--- config.mk ---
export PLATFORM = sky130hd
export DESIGN_NAME = pla_bist_engine_flat
export DESIGN_NICKNAME = d
export VERILOG_FILES = /design/src/rtl/pla_bist_pkg.sv /design/src/rtl/pla_bist_engine_if.sv /design/src/rtl/pla_bist_lfsr.sv /design/src/rtl/pla_bist_engine.sv /design/src/flat_wrapper.sv
export SDC_FILE = /design/constraint.sdc
export NUM_CORES = 1
export LEC_CHECK = 0
export ABC_CLOCK_PERIOD_IN_PS = 3400
export CORE_ASPECT_RATIO = 1.25
export CORE_UTILIZATION = 45
export CTS_BUF_LIST = sky130_fd_sc_hd__clkbuf_4
export CTS_CLUSTER_DIAMETER = 50
export DETAILED_ROUTE_END_ITERATION = 12
export PLACE_DENSITY = 0.75
export SLEW_MARGIN = 10
export SYNTH_ARGS = -nofsm -noshare
export SYNTH_HDL_FRONTEND = slang
export SYNTH_SLANG_ARGS = --single-unit
--- constraint.sdc ---
create_clock -name clk -period 3.4 [get_ports clk]
set_input_delay 0.51 -clock clk [delete_from_list [all_inputs] [get_ports clk]]
set_output_delay 0.51 -clock clk [all_outputs]
set_load 0.02 [all_outputs]
--- src/rtl/pla_bist_pkg.sv ---
// Shared types and polynomial constants for the PLA BIST engine.
package pla_bist_pkg;

  typedef enum logic [1:0] {
    IDLE  = 2'd0,
    RUN   = 2'd1,
    DRAIN = 2'd2,
    DONE  = 2'd3
  } bist_state_t;

  // Stimulus LFSR: x^56 + x^55 + x^35 + x^34 + 1
  localparam int LFSR_W    = 56;
  localparam int LFSR_TAP0 = 56;
  localparam int LFSR_TAP1 = 55;
  localparam int LFSR_TAP2 = 35;
  localparam int LFSR_TAP3 = 34;

  // Response MISR: x^23 + x^18 + 1
  localparam int MISR_W    = 23;
  localparam int MISR_TAP0 = 23;
  localparam int MISR_TAP1 = 18;

  // One-hot bit for a 1-based tap position.
  function automatic logic [63:0] tap_bit(input int pos);
    return 64'd1 << (pos - 1);
  endfunction

  localparam logic [LFSR_W-1:0] LFSR_MASK =
    LFSR_W'(tap_bit(LFSR_TAP0) | tap_bit(LFSR_TAP1) | tap_bit(LFSR_TAP2) | tap_bit(LFSR_TAP3));
  localparam logic [MISR_W-1:0] MISR_MASK =
    MISR_W'(tap_bit(MISR_TAP0) | tap_bit(MISR_TAP1));

  // Substituted for an all-zero seed so the LFSR cannot lock up.
  localparam logic [LFSR_W-1:0] SEED_ONES = '1;

endpackage

--- src/rtl/pla_bist_engine_if.sv ---
// Control/status bundle between a test controller and the BIST engine.
interface pla_bist_engine_if
  import pla_bist_pkg::*;
#(
  parameter int IN_W  = LFSR_W,
  parameter int OUT_W = MISR_W,
  parameter int CNT_W = 16
);
  logic             start;
  logic [CNT_W-1:0] pattern_count;
  logic [IN_W-1:0]  seed;
  logic [OUT_W-1:0] golden;
  logic             busy;
  logic             done;
  logic             pass;
  logic [OUT_W-1:0] signature;

  modport master (
    output start, pattern_count, seed, golden,
    input  busy, done, pass, signature
  );

  modport slave (
    input  start, pattern_count, seed, golden,
    output busy, done, pass, signature
  );
endinterface

--- src/rtl/pla_bist_lfsr.sv ---
// Fibonacci-style shift register with load, enable and parallel XOR input.
// Used as the stimulus LFSR (par_in tied low) and as the response MISR.
module pla_bist_lfsr #(
  parameter int           W    = 8,
  parameter logic [W-1:0] TAPS = '0
) (
  input  logic         clk,
  input  logic         rst_n,
  input  logic         load,
  input  logic [W-1:0] load_val,
  input  logic         en,
  input  logic [W-1:0] par_in,
  output logic [W-1:0] q,
  output logic [W-1:0] q_nxt
);
  logic [W-1:0] shift_v;

  assign shift_v = {q[W-2:0], ^(q & TAPS)} ^ par_in;

  // Next value: load wins over shift, otherwise hold.
  always_comb begin
    q_nxt = q;
    if (load)    q_nxt = load_val;
    else if (en) q_nxt = shift_v;
  end

  // Register update.
  always_ff @(posedge clk or negedge rst_n) begin
    if (!rst_n) q <= '0;
    else        q <= q_nxt;
  end
endmodule

--- src/rtl/pla_bist_engine.sv ---
// BIST engine for two-level PLA blocks: LFSR stimulus, MISR compaction,
// golden-signature compare. Optional PLA_BIST_ABORT_EN adds an abort input.
//
//  state | meaning
//  IDLE  | reset state, pla_x quiet, waiting for start
//  RUN   | one pattern applied per cycle, remaining counts down
//  DRAIN | RESP_LAT cycles collecting in-flight responses
//  DONE  | signature held, pass compared every cycle
module pla_bist_engine
  import pla_bist_pkg::*;
#(
  parameter int IN_W     = 56,
  parameter int OUT_W    = 23,
  parameter int CNT_W    = 16,
  parameter int RESP_LAT = 0
) (
  input  logic             clk,
  input  logic             rst_n,
`ifdef PLA_BIST_ABORT_EN
  input  logic             abort,
`endif
  pla_bist_engine_if.slave ctl,
  output logic [IN_W-1:0]  pla_x,
  input  logic [OUT_W-1:0] pla_z
);
  bist_state_t      state_q, state_d;
  logic [CNT_W-1:0] remaining_q;
  logic [IN_W-1:0]  lfsr_q, lfsr_nxt, seed_eff;
  logic [OUT_W-1:0] misr_q, misr_nxt;
  logic             start_load, in_run, in_busy, last_cnt, abort_act, cap;
  logic             busy_q, done_q, pass_q;

  assign in_run   = (state_q == RUN);
  assign in_busy  = in_run || (state_q == DRAIN);
  assign last_cnt = (remaining_q == CNT_W'(1));
  assign seed_eff = (ctl.seed == '0) ? SEED_ONES[IN_W-1:0] : ctl.seed;

`ifdef PLA_BIST_ABORT_EN
  assign abort_act = abort && in_busy;
`else
  assign abort_act = 1'b0;
`endif

  // Next-state decode; abort overrides any RUN/DRAIN transition.
  always_comb begin
    state_d    = state_q;
    start_load = 1'b0;
    case (state_q)
      IDLE, DONE: begin
        if (ctl.start) begin
          start_load = 1'b1;
          state_d    = (ctl.pattern_count == '0) ? DONE : RUN;
        end
      end
      RUN:     if (last_cnt) state_d = (RESP_LAT == 0) ? DONE : DRAIN;
      DRAIN:   if (last_cnt) state_d = DONE;
      default: state_d = IDLE;
    endcase
    if (abort_act) state_d = IDLE;
  end

  // State register and pattern/drain counter (reloaded with RESP_LAT for DRAIN).
  always_ff @(posedge clk or negedge rst_n) begin
    if (!rst_n) begin
      state_q     <= IDLE;
      remaining_q <= '0;
    end else begin
      state_q <= state_d;
      if (start_load)              remaining_q <= ctl.pattern_count;
      else if (in_run && last_cnt) remaining_q <= CNT_W'(RESP_LAT);
      else if (in_busy)            remaining_q <= remaining_q - CNT_W'(1);
    end
  end

  pla_bist_lfsr #(.W(IN_W), .TAPS(LFSR_MASK[IN_W-1:0])) u_lfsr (
    .clk      (clk),
    .rst_n    (rst_n),
    .load     (start_load),
    .load_val (seed_eff),
    .en       (in_run),
    .par_in   ({IN_W{1'b0}}),
    .q        (lfsr_q),
    .q_nxt    (lfsr_nxt)
  );

  pla_bist_lfsr #(.W(OUT_W), .TAPS(MISR_MASK[OUT_W-1:0])) u_misr (
    .clk      (clk),
    .rst_n    (rst_n),
    .load     (start_load || abort_act),
    .load_val ({OUT_W{1'b0}}),
    .en       (cap),
    .par_in   (pla_z),
    .q        (misr_q),
    .q_nxt    (misr_nxt)
  );

  generate
    if (RESP_LAT == 0) begin : g_nolat
      assign cap = in_run;
    end else begin : g_lat
      logic [RESP_LAT-1:0] vsr_q;
      logic [RESP_LAT:0]   vsr_shift;
      assign vsr_shift = {vsr_q, in_run};
      assign cap       = in_busy && vsr_shift[RESP_LAT];
      // Issue-valid shifter: 1 per issued pattern, cleared whenever not busy.
      always_ff @(posedge clk or negedge rst_n) begin
        if (!rst_n)                     vsr_q <= '0;
        else if (abort_act || !in_busy) vsr_q <= '0;
        else                            vsr_q <= vsr_shift[RESP_LAT-1:0];
      end
    end
  endgenerate

  // Registered outputs, computed from the upcoming state.
  always_ff @(posedge clk or negedge rst_n) begin
    if (!rst_n) begin
      pla_x  <= '0;
      busy_q <= 1'b0;
      done_q <= 1'b0;
      pass_q <= 1'b0;
    end else begin
      pla_x  <= (state_d == RUN) ? lfsr_nxt : '0;
      busy_q <= (state_d == RUN) || (state_d == DRAIN);
      done_q <= (state_d == DONE);
      pass_q <= (state_d == DONE) && (misr_nxt == ctl.golden);
    end
  end

  assign ctl.busy      = busy_q;
  assign ctl.done      = done_q;
  assign ctl.pass      = pass_q;
  assign ctl.signature = misr_q;

  logic unused_lfsr_q;
  assign unused_lfsr_q = ^lfsr_q;
endmodule

--- src/flat_wrapper.sv ---
// flat-port wrapper written by rule: the top's interface ports become plain ports
module pla_bist_engine_flat import pla_bist_pkg::*;
#(
  parameter int IN_W     = 56,
  parameter int OUT_W    = 23,
  parameter int CNT_W    = 16,
  parameter int RESP_LAT = 0
)
  (clk, rst_n, pla_x, pla_z, ctl_start, ctl_pattern_count, ctl_seed, ctl_golden, ctl_busy, ctl_done, ctl_pass, ctl_signature);
  pla_bist_engine_if #(.IN_W(IN_W), .OUT_W(OUT_W), .CNT_W(CNT_W)) ctl_i ();
  input  logic clk;
  input  logic rst_n;
  output logic [IN_W-1:0] pla_x;
  input  logic [OUT_W-1:0] pla_z;
  input wire logic [$bits(ctl_i.start)-1:0] ctl_start;
  input wire logic [$bits(ctl_i.pattern_count)-1:0] ctl_pattern_count;
  input wire logic [$bits(ctl_i.seed)-1:0] ctl_seed;
  input wire logic [$bits(ctl_i.golden)-1:0] ctl_golden;
  output wire logic [$bits(ctl_i.busy)-1:0] ctl_busy;
  output wire logic [$bits(ctl_i.done)-1:0] ctl_done;
  output wire logic [$bits(ctl_i.pass)-1:0] ctl_pass;
  output wire logic [$bits(ctl_i.signature)-1:0] ctl_signature;
  assign ctl_i.start = ctl_start;
  assign ctl_i.pattern_count = ctl_pattern_count;
  assign ctl_i.seed = ctl_seed;
  assign ctl_i.golden = ctl_golden;
  assign ctl_busy = ctl_i.busy;
  assign ctl_done = ctl_i.done;
  assign ctl_pass = ctl_i.pass;
  assign ctl_signature = ctl_i.signature;
  pla_bist_engine #(.IN_W(IN_W), .OUT_W(OUT_W), .CNT_W(CNT_W), .RESP_LAT(RESP_LAT)) u_core (.clk(clk), .rst_n(rst_n), .ctl(ctl_i), .pla_x(pla_x), .pla_z(pla_z));
endmodule
==> results by group, run 1 <==
Outcome
  • Outcome: finished, final reports clean

Drt
  • DRT Pass-1 Iters: 4
  • DR WL/cell: 18.0 um
  • Top Metal Used: met4
  • Post-route antenna net violation count: 0
  • Initial DRC Count: 439
  • Drt drc: 0
  • Met2 routed WL: 10,300 um
  • Met3 routed wirelength: 1230 um
  • Routed wire length: 20,600 um
  • WL met1: 8450 um
  • Vias per Instance: 5.40
  • DR vias: 6,175

Logic synthesis
  • Mapped Cells: 713
  • Seq/Total Area, Yosys: 0.521
  • Synth top area cells: dfrtp_1, mux2i_1, and2_1
  • Most common flop cell mapped by yosys: dfrtp_1
  • Count leader, synth: dfrtp_1
  • #FFs+latches synth: 156
  • Syn nets: 839
  • Synth area leader: dfrtp_1
  • Mapped cell area: 7500 um2
  • Synth top area share: 0.521
  • Top post-synthesis cells by count: dfrtp_1, nor2_1, a21oi_1, and2_1, mux2i_1
  • Syn Area/Cell: 10.5 um2
  • Yosys cell types: 58
  • Ys Warns: 0
  • Post-synth ARST share: 1.00
  • EDFF count, synth: 0

CTS
  • H-tree levels: 4
  • CTS tree: yes
  • CTS buffer count: 17
  • Worst skew pair latency: 560 ps
  • Post-CTS Setup Bufs: 0
  • Clock root buffer: clkbuf_4
  • CTS sink cnt: 156
  • CTS max path bufs: 2
  • CTS clk-pin slew, worst paths: 150 ps

Worst setup path
  • Crit path DAT: 3410 ps
  • Crit start category: flop
  • Reg2reg path depth: 9
  • CP Max Fanout: 8
  • Reg2reg start: u_core.remaining_q[2]$_DFFE_PN0P_
  • R2r setup slk: 440 ps
  • FF-to-FF End: u_core.ctl.pass$_DFF_PN0_
  • Critical path endpoint category: flop
  • Kind of critical path: reg2reg
  • Worst setup path end: u_core.ctl.pass$_DFF_PN0_
  • CP startpoint: u_core.remaining_q[2]$_DFFE_PN0P_
  • Required @ worst endpoint: 3860 ps

Floorplanning
  • I/O pin total: 203
  • Starting Density: 0.461
  • Die span in x: 117 um
  • DIE HEIGHT: 146 um
  • # rows: 52
  • Core ar.: 16,300 um2
  • Die area: 17,200 um2

STA
  • Sum Neg Setup Slack: 0 ps
  • Slew Limit Fails: 0
  • Final count of negative-setup-slack endpoints: 0
  • Period utilisation layout: 0.869
  • Least-Margin Pin Slew: 993 ps
  • F_max: 338 MHz
  • Post-Route Skew: 22.1 ps
  • WHS: 498 ps
  • RSZ-0062 raised after global routing: false
  • Tmin final: 2960 ps
  • Slew headroom: 0.321
  • Count of final hold-check violations: 0

Place
  • RD Place Congestion: 0.925
  • Placed cell count: 1,109
  • Number of I/O port buffers: 202
  • Post-DP HPWL: 14,900 um

GRT
  • Initial antenna violation count: 1
  • First-pass GRT wire length: 33,100 um
  • GRT Residual Overflow: 0
  • Number of global-route vias before repair: 6,209
  • GRT Total Usage: 0.249
  • Pin count of the biggest net entering global routing: 68

Hold path
  • HP Class: in2async

Pwr
  • PwrDens: 910 nW/um2
  • VDD IR-drop max: 0.517 mV
  • Total leakage power: 4.28 nW

Final layout
  • Non-filler cells, final: 1,143
  • Nets: 1,039
  • Area growth from synthesis to layout: 33.8%
  • Share of layout cells above drive strength 1: 0.0799

Run
  • Max-cap violations: 0
==> where the power goes <==
group,internal (mW),leakage [nW],switching (mW)
Combinational,2.34,2.39,2.34
Sequential,2.78,1.75,0.596
Clock,0.328,0.140,0.745
Total,5.45,4.28,3.69
==> critical path: stages, from the launching register on <==
cell,delay [ps]
dfrtp_1,470
or4_4,600
nor2_4,230
nand3_1,90
o21ai_0,320
ha_1,260
o2111ai_1,150
nor4_1,340
nand3_1,130
a2111oi_2,280
==> through the flow <==
| step | cell area (um2) | util | power, mW | worst slack, ps |
|---|---|---|---|---|
| CTS | 10000 | 0.617 | 9.20 | 482 |
| finish | 10000 | 0.617 | 9.13 | 445 |
| global route | 10000 | 0.617 | 9.73 | 295 |
| floorplan | 7500 | - | 6.20 | 717 |
| global placement | 9760 | 0.600 | 8.05 | 308 |
| detailed placement | 9760 | 0.600 | 8.11 | 250 |
==> flip-flops by register name, summed over array words and instances (netlist names) <==
name and flops:
u_core.pla_x 56, u_core.u_lfsr.q 56, u_core.u_misr.q 23, u_core.remaining_q 16, u_core.state_q 2, u_core.ctl.busy 1, u_core.ctl.done 1, u_core.ctl.pass 1
==> placed cells by master, fill, tap and decap left out, types with 20 or more instances in the layout <==
master and n:
clkdlybuf4s50_1 201, dfrtp_1 156, nor2_1 85, a21oi_1 60, and2_1 60, mux2i_1 56
xnor2_1 36, inv_1 26, nor4_1 22, nand2_1 21, a211oi_1 20
==> repair_timing <==
action / 4_1_cts / 5_1_grt
hold endpoints to repair: 64 / 0
hold buffers: 1 / 0
resized for setup: 0 / 0
==> per-layer routing <==
metal,global-route usage,vias up
met2,0.420,223
met1,0.301,2969
met5,0,-
met4,0.110,0
met3,0.0609,44
li1,-,2939
==> cell type report <==
cell class,instances,area [um2]
fillers,1417,6230
flip-flops and latches,156,3900
multi-input cells,489,3300
repair buffers,223,2200
well taps,216,270
clock buffers,18,135
clock inverters,14,128
inverters,26,97.6
diodes,1,2.50
==> cell families after synthesis <==
family | after synthesis | synth area share
and+or+nand+nor | 234 | 0.162
DFF | 156 | 0.521
AOI/OAI and AO/OA | 147 | 0.135
buffers and inverters | 68 | 0.0425
muxes | 64 | 0.0868
xor gates and xnor gates | 39 | 0.0455
adders and majority gates | 5 | 0.00834
==> worst min path at each step <==
stage | startpoint | to | slack [ps] | cells past startpoint
floorplan | rst_n | u_core.ctl.busy$_DFF_PN0_ | 210 | 0
global placement | rst_n | u_core.pla_x[41]$_DFF_PN0_ | 560 | 1
detailed placement | rst_n | u_core.pla_x[41]$_DFF_PN0_ | 560 | 1
CTS | ctl_pattern_count[10] | u_core.remaining_q[10]$_DFFE_PN0P_ | 450 | 3
global route | rst_n | u_core.pla_x[41]$_DFF_PN0_ | 470 | 2
finish | rst_n | u_core.pla_x[41]$_DFF_PN0_ | 500 | 2
Power figures use the tool's default switching activity.
==> inputs of run 2 (changes only) <==
--- a/config.mk
+++ b/config.mk
@@ -5,7 +5,7 @@
 export SDC_FILE = /design/constraint.sdc
 export NUM_CORES = 1
 export LEC_CHECK = 0
-export ABC_CLOCK_PERIOD_IN_PS = 3400
+export ABC_CLOCK_PERIOD_IN_PS = 3160
 export CORE_ASPECT_RATIO = 1.25
 export CORE_UTILIZATION = 45
 export CTS_BUF_LIST = sky130_fd_sc_hd__clkbuf_4
==> constraint.sdc (replaced) <==
create_clock -name clk -period 3.16 [get_ports clk]
set_input_delay 0.474 -clock clk [delete_from_list [all_inputs] [get_ports clk]]
set_output_delay 0.474 -clock clk [all_outputs]
set_load 0.02 [all_outputs]
==> run 2 against run 1 <==
Against the previous run: critical path depth did not move; clock skew rose by 11 ps; core utilization rose by 0.21 points; sequential cell count did not move; worst hold slack got worse by 8.7 ps; register-to-register slack got worse by 120 ps; sequential share of layout area fell by 0.13 points; die area did not move; clock power rose by 15%; sequential power rose by 7.4%; maximum frequency rose by 4.3%; critical path type unchanged; largest cell class unchanged.
==> results by group, run 2 (synthesis gave the netlist of run 1 again) <==
Outcome
  • Outcome: finished, final reports clean

Pwr
  • Power Internal: 5.94 mW
  • Sequential share of power: 0.366
  • Logic pwr share: 0.510
  • VDD IR-drop max: 0.529 mV
  • PwrDens: 985 nW/um2
  • Total leakage power: 4.30 nW
  • Switch share: 0.401
  • Clock share of power: 0.124
  • Psw: 3.98 mW
  • Total power: 9.92 mW

CTS
  • CTS max path bufs: 2
  • CTS tree: yes
  • H-tree levels: 4
  • Clock root buffer: clkbuf_4
  • CTS sink cnt: 156
  • CTS clk-pin slew, worst paths: 160 ps
  • CTS buffer count: 17
  • Worst skew pair latency: 550 ps

Final layout
  • Share of layout cells above drive strength 1: 0.0819
  • Largest regs: u_core.pla_x: 56 flops, u_core.u_lfsr.q: 56 flops, u_core.u_misr.q: 23 flops
  • Area growth from synthesis to layout: 34.3%
  • Storage cell area: 3900 um2
  • Most frequent cells in the layout: clkdlybuf4s50_1, dfrtp_1, nor2_1
  • Fillers: 1,387
  • Multi-input combinational cell area: 3300 um2
  • Most common cell after layout, fill and taps aside: clkdlybuf4s50_1
  • Final core utilization: 0.619
  • Nets: 1,041

Run
  • Max-cap violations: 0

Drt
  • DRT Pass-1 Iters: 5
  • DR vias: 6,174
  • Initial DRC Count: 413
  • Drt drc: 0
  • DR WL/cell: 17.9 um
  • Post-route antenna net violation count: 0
  • Routed wire length: 20,500 um
  • Vias per Instance: 5.39

GRT
  • GRT Residual Overflow: 0
  • GRT Total Usage: 0.242
  • Initial antenna violation count: 1
  • First-pass GRT wire length: 32,300 um
  • Number of global-route vias before repair: 6,153
  • Pin count of the biggest net entering global routing: 75

Worst setup path
  • Slowest cell on crit path: or4_4
  • Reg2reg path depth: 9
  • Crit start category: flop
  • Required @ worst endpoint: 3620 ps
  • Critical path endpoint category: flop
  • CP max stage delay: 590 ps
  • Reg2reg start: u_core.remaining_q[2]$_DFFE_PN0P_
  • CP startpoint: u_core.remaining_q[2]$_DFFE_PN0P_
  • Kind of critical path: reg2reg
  • CP dominant cell by count: nand3_1
  • CP Max Fanout: 8
  • Sequence of cells on the critical path: or4_4 -> nor2_4 -> nand3_1 -> o21ai_0 -> ha_1 -> o2111ai_1 -> nor4_1 -> nand3_1 -> a2111oi_2
  • Crit path DAT: 3290 ps

STA
  • Least-Margin Pin Slew: 910 ps
  • Count of final hold-check violations: 0
  • Sum Neg Setup Slack: 0 ps
  • Tmin final: 2830 ps
  • WHS: 489 ps
  • F_max: 353 MHz
  • Slew headroom: 0.377
  • Period utilisation layout: 0.896
  • Post-Route Skew: 32.7 ps
  • Final count of negative-setup-slack endpoints: 0
  • Slew Limit Fails: 0
  • RSZ-0062 raised after global routing: false

Floorplanning
  • # rows: 52
  • Core ar.: 16,300 um2
  • DIE HEIGHT: 146 um
  • Die span in x: 117 um
  • Die area: 17,200 um2
  • I/O pin total: 203
  • Starting Density: 0.461

Hold path
  • HP Class: in2async

Place
  • Post-DP HPWL: 15,000 um
  • RD Place Congestion: 0.944
  • Number of I/O port buffers: 202
[run 2: stage by stage]
step | cells | area (um2) | worst slack (ps)
global placement | 1111 | 9780 | 158
detailed placement | 1111 | 9780 | 83.9
global route | 1145 | 10100 | 97.5
floorplan | 713 | 7500 | 477
finish | 1145 | 10100 | 328
CTS | 1144 | 10100 | 302
[run 2: critical path: cells and delay by family (launching register included)]
kind,cells,cell delay [ps]
compound gates,3,710
simple gates,5,1330
fa+ha+maj,1,260
flops,1,460
[run 2: area by class of cell]
class                   instances  area share
inverters                      26     0.00969
diodes                          1    0.000249
flip-flops and latches        156       0.388
multi-input cells             489       0.328
clock inverters                14      0.0145
repair buffers                225       0.220
well taps                     216      0.0268
clock buffers                  18      0.0134
[run 2: metal layers]
| metal | global-route usage | routed length (um) | up-vias |
|---|---|---|---|
| met1 | 0.292 | 8480 | 3006 |
| met2 | 0.418 | 10500 | 204 |
| met5 | 0 | 0 | - |
| met4 | 0.0891 | 439 | 0 |
| met3 | 0.0586 | 1110 | 30 |
| li1 | - | - | 2934 |
[run 2: power by group through the flow]
stage	clock [mW]	sequential, mW	combinational, mW
detailed placement	0	3.67	5.06
global route	1.34	3.74	5.46
global placement	0	3.66	5.00
finish	1.23	3.63	5.06
CTS	1.28	3.63	5.08
floorplan	0	4.16	2.51
[run 2: what timing repair did]
| item | in CTS | in global routing |
|---|---|---|
| hold buffers | 1 | 0 |
| hold endpoints to repair | 72 | 0 |
| endpoints found under the setup margin | 0 | 0 |
| setup buffers | 0 | 0 |
| gates resized for setup | 0 | 0 |
[run 2: path summary, 6_finish.rpt]
check / end / slack [ps]
worst max register to register: u_core.ctl.pass$_DFF_PN0_ / 330
worst min-delay path: u_core.pla_x[41]$_DFF_PN0_ / 490
worst max-delay path: u_core.ctl.pass$_DFF_PN0_ / 330
min in group clk: u_core.remaining_q[15]$_DFFE_PN0P_ / 520
max in group asynchronous: u_core.pla_x[33]$_DFF_PN0_ / 1710
worst min register to register: u_core.remaining_q[13]$_DFFE_PN0P_ / 630
